--- src/rtl/riscv_pkg.sv ---
// Shared RV32I core types used by the fetch stage.
package riscv_pkg;

  localparam int XLEN = 32;
  localparam int ILEN = 32;

  // One fetched instruction together with the PC it was read from.
  typedef struct packed {
    logic [XLEN-1:0] pc;
    logic [ILEN-1:0] instr;
  } fetch_entry_t;

  // Fetch controller states: streaming, or halted on a misaligned target.
  typedef enum logic [0:0] {
    RUN   = 1'b0,
    FAULT = 1'b1
  } fetch_state_e;

endpackage

--- src/rtl/fetch_unit_if.sv ---
// Fetch <-> pipeline bus: redirect input from execute and the {pc, instr}
// handshake toward decode.
//
// Handshake: a beat transfers on a rising edge where out_valid && out_ready.
// out_valid never depends on out_ready. While out_valid is high the payload
// stays stable until it is accepted or a redirect flushes it. A redirect is a
// single-cycle pulse sampled on the edge: redirect_valid has no ready and is
// always taken.
interface fetch_unit_if #(
  parameter int InstrWidth = 32
);
  import riscv_pkg::*;

  logic                  redirect_valid;
  logic [XLEN-1:0]       redirect_pc;
  logic                  out_valid;
  logic                  out_ready;
  logic [XLEN-1:0]       out_pc;
  logic [InstrWidth-1:0] out_instr;

  // Fetch side: produces instructions and consumes redirects.
  modport master (
    input  redirect_valid, redirect_pc, out_ready,
    output out_valid, out_pc, out_instr
  );

  // Pipeline side: consumes instructions and produces redirects.
  modport slave (
    output redirect_valid, redirect_pc, out_ready,
    input  out_valid, out_pc, out_instr
  );
endinterface

--- src/rtl/fetch_buffer.sv ---
// Two-entry shifting FIFO of fetched instructions. Entry 0 is always the
// oldest (head). Flush wins over push and pop. Push into a full buffer is
// accepted only together with a pop.
module fetch_buffer
  import riscv_pkg::*;
(
  input  logic         clk,
  input  logic         rst_n,
  input  logic         push,
  input  logic         pop,
  input  logic         flush,
  input  fetch_entry_t din,
  output fetch_entry_t head,
  output logic [1:0]   count
);

  fetch_entry_t entry0;
  fetch_entry_t entry1;
  logic         do_push;
  logic         do_pop;

  // Qualify requests: no pop from empty, no push into full without a pop.
  always_comb begin
    do_pop  = pop && (count != 2'd0);
    do_push = push && ((count != 2'd2) || do_pop);
  end

  // Storage and occupancy update.
  always_ff @(posedge clk or negedge rst_n) begin
    if (!rst_n) begin
      entry0 <= '0;
      entry1 <= '0;
      count  <= 2'd0;
    end else if (flush) begin
      count <= 2'd0;
    end else begin
      case ({do_push, do_pop})
        2'b10: begin
          if (count == 2'd0) entry0 <= din;
          else               entry1 <= din;
          count <= count + 2'd1;
        end
        2'b01: begin
          entry0 <= entry1;
          count  <= count - 2'd1;
        end
        2'b11: begin
          // Occupancy is unchanged. The newcomer lands behind the survivor.
          if (count == 2'd1) begin
            entry0 <= din;
          end else begin
            entry0 <= entry1;
            entry1 <= din;
          end
        end
        default: ;
      endcase
    end
  end

  assign head = entry0;

endmodule

--- src/rtl/fetch_unit.sv ---
// Instruction-fetch stage: owns the PC, addresses the combinational
// instruction memory, and queues {pc, instr} pairs for decode through a
// two-entry buffer. Redirects flush the buffer and retarget the PC. A
// misaligned target halts fetch until an aligned redirect arrives.
module fetch_unit
  import riscv_pkg::*;
#(
  parameter int              AddrWidth  = 14,
  parameter int              InstrWidth = 32,
  parameter logic [XLEN-1:0] ResetPc    = 32'h0000_0000
) (
  input  logic                  clk,
  input  logic                  rst_n,
  output logic [AddrWidth-1:0]  imem_addr,
  input  logic [InstrWidth-1:0] imem_instr,
  fetch_unit_if.master          bus,
  output logic                  fault,
  output fetch_state_e          dbg_state
);

  localparam logic [0:0] ST_RUN   = 1'b0;
  localparam logic [0:0] ST_FAULT = 1'b1;

  logic [0:0]      state;
  logic [XLEN-1:0] pc;
  logic            push;
  logic            pop;
  logic            flush;
  logic            out_valid;
  logic [1:0]      count;
  fetch_entry_t    push_data;
  fetch_entry_t    head;

  // Push and pop decisions. A redirect suppresses both through the flush.
  always_comb begin
    flush     = bus.redirect_valid;
    pop       = out_valid && bus.out_ready;
    push      = (state == ST_RUN) && !flush && ((count != 2'd2) || pop);
    push_data = '{pc: pc, instr: imem_instr};
  end

  // PC and FSM: redirect first, otherwise advance on each accepted push.
  always_ff @(posedge clk or negedge rst_n) begin
    if (!rst_n) begin
      pc    <= ResetPc;
      state <= ST_RUN;
    end else if (bus.redirect_valid) begin
      pc    <= bus.redirect_pc;
      state <= (bus.redirect_pc[1:0] == 2'b00) ? ST_RUN : ST_FAULT;
    end else if (push) begin
      pc <= pc + 32'd4;
    end
  end

  fetch_buffer u_buffer (
    .clk   (clk),
    .rst_n (rst_n),
    .push  (push),
    .pop   (pop),
    .flush (flush),
    .din   (push_data),
    .head  (head),
    .count (count)
  );

  // Outputs come from buffer registers and are zeroed when the head is empty.
  always_comb begin
    out_valid     = (count != 2'd0) && (state == ST_RUN);
    bus.out_valid = out_valid;
    bus.out_pc    = out_valid ? head.pc : '0;
    bus.out_instr = out_valid ? head.instr : '0;
    imem_addr     = pc[AddrWidth-1:0];
    fault         = (state == ST_FAULT);
    dbg_state     = fetch_state_e'(state);
  end

endmodule

--- src/flat_wrapper.sv ---
// flat-port wrapper written by rule: the top's interface ports become plain ports
module fetch_unit_flat import riscv_pkg::*;
#(
  parameter int              AddrWidth  = 14,
  parameter int              InstrWidth = 32,
  parameter logic [XLEN-1:0] ResetPc    = 32'h0000_0000
)
  (clk, rst_n, imem_addr, imem_instr, fault, dbg_state, bus_redirect_valid, bus_redirect_pc, bus_out_ready, bus_out_valid, bus_out_pc, bus_out_instr);
  fetch_unit_if #(.InstrWidth(InstrWidth)) bus_i ();
  input  logic clk;
  input  logic rst_n;
  output logic [AddrWidth-1:0] imem_addr;
  input  logic [InstrWidth-1:0] imem_instr;
  output logic fault;
  output fetch_state_e dbg_state;
  input wire logic [$bits(bus_i.redirect_valid)-1:0] bus_redirect_valid;
  input wire logic [$bits(bus_i.redirect_pc)-1:0] bus_redirect_pc;
  input wire logic [$bits(bus_i.out_ready)-1:0] bus_out_ready;
  output wire logic [$bits(bus_i.out_valid)-1:0] bus_out_valid;
  output wire logic [$bits(bus_i.out_pc)-1:0] bus_out_pc;
  output wire logic [$bits(bus_i.out_instr)-1:0] bus_out_instr;
  assign bus_i.redirect_valid = bus_redirect_valid;
  assign bus_i.redirect_pc = bus_redirect_pc;
  assign bus_i.out_ready = bus_out_ready;
  assign bus_out_valid = bus_i.out_valid;
  assign bus_out_pc = bus_i.out_pc;
  assign bus_out_instr = bus_i.out_instr;
  fetch_unit #(.AddrWidth(AddrWidth), .InstrWidth(InstrWidth), .ResetPc(ResetPc)) u_core (.clk(clk), .rst_n(rst_n), .imem_addr(imem_addr), .imem_instr(imem_instr), .bus(bus_i), .fault(fault), .dbg_state(dbg_state));
endmodule
--- config.mk ---
export PLATFORM = sky130hd
export DESIGN_NAME = fetch_unit_flat
export DESIGN_NICKNAME = d
export VERILOG_FILES = /design/src/rtl/riscv_pkg.sv /design/src/rtl/fetch_unit_if.sv /design/src/rtl/fetch_buffer.sv /design/src/rtl/fetch_unit.sv /design/src/flat_wrapper.sv
export SDC_FILE = /design/constraint.sdc
export NUM_CORES = 1
export LEC_CHECK = 0
export ABC_AREA = 1
export CAP_MARGIN = 20
export CORE_ASPECT_RATIO = 0.8
export CORE_MARGIN = 1
export CORE_UTILIZATION = 30
export DETAILED_ROUTE_END_ITERATION = 7
export GPL_ROUTABILITY_DRIVEN = 0
export PLACE_DENSITY = 0.47
export SYNTH_ARGS = -nofsm -noshare
export SYNTH_HDL_FRONTEND = slang
export SYNTH_HIERARCHICAL = 1
export SYNTH_SLANG_ARGS = --single-unit
--- constraint.sdc ---
create_clock -name clk -period 2.05 [get_ports clk]
set_input_delay 0.615 -clock clk [delete_from_list [all_inputs] [get_ports clk]]
set_output_delay 0.615 -clock clk [all_outputs]
set_load 0.02 [all_outputs]
==> flow_summary.yaml <==
synthesis:
  synth_area_um2: 9150
  synth_xor_area_share_pct: 0.670
  synth_compound_area_share_pct: 1.57
  synthArstFlopShare_pct: 100
  avgSynthCellArea_um2: 6.97
  synthAdderAreaFrac_pct: 0.547
  ys_warn_count: 6
  ys_ff_latch: 163
  synth_nets: 1385
  synth_mux_area_share_pct: 0
  synth_cells: 1313
  synth_top_family_by_area: "simple AND/OR/NAND/NOR gates"
  synth_simple_gate_area_share_pct: 42.1
  ys.flop_type: "dfrtp_1"
  synth-edff-count: 0
  yosysSeqAreaShare_pct: 44.6
  synth_cell_types: 29
global_routing:
  grt_max_degree: 65
  grt_pass1_wl_mm: 45.5
  grt_pass1_vias: 8154
  track_usage_pct: 18.8
  antenna_found_initial: 0
  grt_overflow: 0
routing:
  drt-initial-drc-count: 557
  finalWirelength_mm: 29.0
  vias: 8594
  drc: 0
  wl_per_cell_um: 15.4
  vias_per_cell: 4.56
  antenna_left: 0
  first_pass_iters: 6
clock_tree:
  h-tree-depth: 4
  cts_tree: "built"
  clkSinkCount: 163
  cts_buffers: 17
  ctsHoldBuffers: 0
  insertion_delay_ns: 0.44
  cts-root-to-sink-buffers: 2
  clk_pin_slew_worst_paths_ns: 0.07
  cts_root_buf: "clkbuf_16"
critical_path:
  r2r_slack_ns: 0
  r2r-start: "u_core/dbg_state$_DFFE_PN0P_"
  crit_cells: 5
  timing.critical_path.buf_inv: 3
  crit_chain: "o21ai_4 > buf_8 > clkbuf_16 > nor2_1 > buf_2"
  required_ns: 1.43
  reg2reg_to: "u_core/u_buffer/entry1[36]$_DFFE_PN0P_"
  slowest_stage: "dfrtp_1"
  crit_path_max_fanout: 9
  slowest_delay_ns: 0.41
  crit_arrival_ns: 1.61
  worst_setup_path_end_kind: "output port"
  crit_family: "buffers and inverters"
  startpoint_type: "flip-flop"
  crit_type: "reg -> out"
  r2r_cells: 13
placed_design:
  portBuffers: 148
  place_ws_ns: -0.417
  hpwl_mm: 18.9
floorplanning:
  die_area_um2: 31200
  std_cell_rows: 56
  chipWidth_um: 197
  start_util_pct: 30.9
  pin_count: 149
  dieHeight_um: 158
  core_um2: 29600
timing:
  setup_viol: 65
  fin_ws_ns: -0.178
  fin_skew_ns: 0.0105
  rsz0062_at_grt: "yes"
  fin_hold_ws_ns: 0.109
  drv_slew: 0
  period_needed_ns: 2.23
  max_freq_mhz: 449
  hold_viol_final: 0
  period_share_pct: 109
  maxSlewHeadroom_pct: 68.0
  tightest_slew_ns: 0.479
final_layout:
  area_delta_synth_final_pct: 29.7
  diodes: 0
  nets: 1537
  final_util_pct: 40.0
  drive_above_1_share_pct: 15.4
status:
  outcome: "finished with violations"
  violations: "negative setup slack"
power_and_ir_drop:
  p_leak_nw: 6.27
  vdd_drop_max_v: 0.000621
  powerDensity_nw_per_um2: 1000
job:
  maxCapViolCount: 0
worst_hold_path:
  hold_class: "in -> async"
## cell usage after synthesis (4+ instances only)
library cell	number	area share, %
nand2_1	589	24
dfrtp_1	163	45
nand3_1	161	8.8
nor2_1	114	4.7
inv_1	107	4.4
buf_2	42	2.3
buf_4	26	2.1
o21ai_0	12	0.66
nand3_2	11	1.2
buf_6	9	1.1
nand2_2	9	0.62
inv_2	8	0.33
nor2_2	8	0.55
nor2_4	7	0.86
xor2_1	7	0.67
nor3_1	5	0.27
o211ai_1	5	0.41
clkbuf_1	4	0.16
ha_1	4	0.55
## sequential cells by signal, indices dropped and copies added, names as in the netlist
name,count
u_core/u_buffer/count,2
u_core/pc,32
u_core/dbg_state,1
u_core/u_buffer/head,64
u_core/u_buffer/entry1,64
## cells by family after synthesis
kind of cell	count (synthesis)
fa+ha+maj	4
compound gates	25
simple gates	915
xor+xnor	7
buf+inv	199
flops	163
## final cells by class
type	instances	area (µm²)
multi-input combinational	951	4160
clock buffer	17	425
fill	3183	17800
clock inverter	15	123
sequential	163	4080
timing repair buffer	217	2120
tap	406	508
inverter	115	439
## power by group
| part | internal (mW) | switching (mW) | total [mW] |
|---|---|---|---|
| Combinational | 1.40 | 2.01 | 3.41 |
| Clock | 1.58 | 1.51 | 3.10 |
| Sequential | 4.53 | 0.818 | 5.34 |
## metrics by stage
step	instances	power [mW]	area, µm²	setup TNS (ns)
6_report	1884	11.9	11900	-8.18
2_1_floorplan	1313	7.46	9150	0
5_1_grt	1884	12.7	11900	-21.35
3_3_place_gp	1843	8.74	11300	-56.37
3_5_place_dp	1843	8.80	11300	-55.69
4_1_cts	1879	11.9	11600	-9.90
## worst reg2reg max path: cells and delay by family (launching register included)
| family | cells | cell delay (ns) |
|---|---|---|
| buffers and inverters | 5 | 0.71 |
| DFF | 1 | 0.39 |
| AOI/OAI and AO/OA | 1 | 0.08 |
| and+or+nand+nor | 7 | 0.75 |
## metal layers
layer	part of all wire (%)	GRT usage [%]	wire, µm	up-vias
li1	-	-	-	4297
met1	52	28.7	15200	4059
met2	42	27.3	12200	223
met3	5.0	3.47	1450	15
met4	0.68	3.65	198	0
met5	0	0	0	-
## worst max path at each step
stage	startpoint	endpoint	slack, ns
finish	u_core/u_buffer/count[0]$_DFFE_PN0P_	bus_out_pc[12]	-0.18
CTS	u_core/u_buffer/count[1]$_DFFE_PN0P_	bus_out_instr[19]	-0.26
global route	u_core/u_buffer/count[0]$_DFFE_PN0P_	bus_out_instr[15]	-0.25
floorplan	bus_redirect_valid	u_core/u_buffer/entry1[42]$_DFFE_PN0P_	0.01
detailed placement	bus_out_ready	u_core/u_buffer/entry1[44]$_DFFE_PN0P_	-0.42
global placement	bus_out_ready	u_core/u_buffer/entry1[39]$_DFFE_PN0P_	-0.40
## cell usage in the layout (no fill, tap or decap), types with 4 or more instances in the layout
cell type        Yosys  final
nand2_1            589    586
dfrtp_1            163    163
nand3_1            161    160
nor2_1             114    108
inv_1              107    106
clkdlybuf4s50_1      0     66
buf_4               26     55
buf_2               42     42
buf_12               0     23
clkbuf_16            0     21
dlygate4sd2_1        0     13
nand3_2             11     12
nor2_2               8     11
nand2_2              9     11
o21ai_0             12     11
nor2_4               7     10
buf_6                9      9
inv_2                8      8
xor2_1               7      7
o211ai_1             5      5
nor3_1               5      5
inv_6                0      4
inv_8                0      4
clkinvlp_4           0      4
ha_1                 4      4
## what timing repair did
item	CTS	global route
buffers inserted	3	1
gates resized for setup	287	39
pin swaps	1	1
endpoints found under the setup margin	78	196
hold endpoints to repair	0	0
gates cloned	1	5
Power figures use the tool's default switching activity.
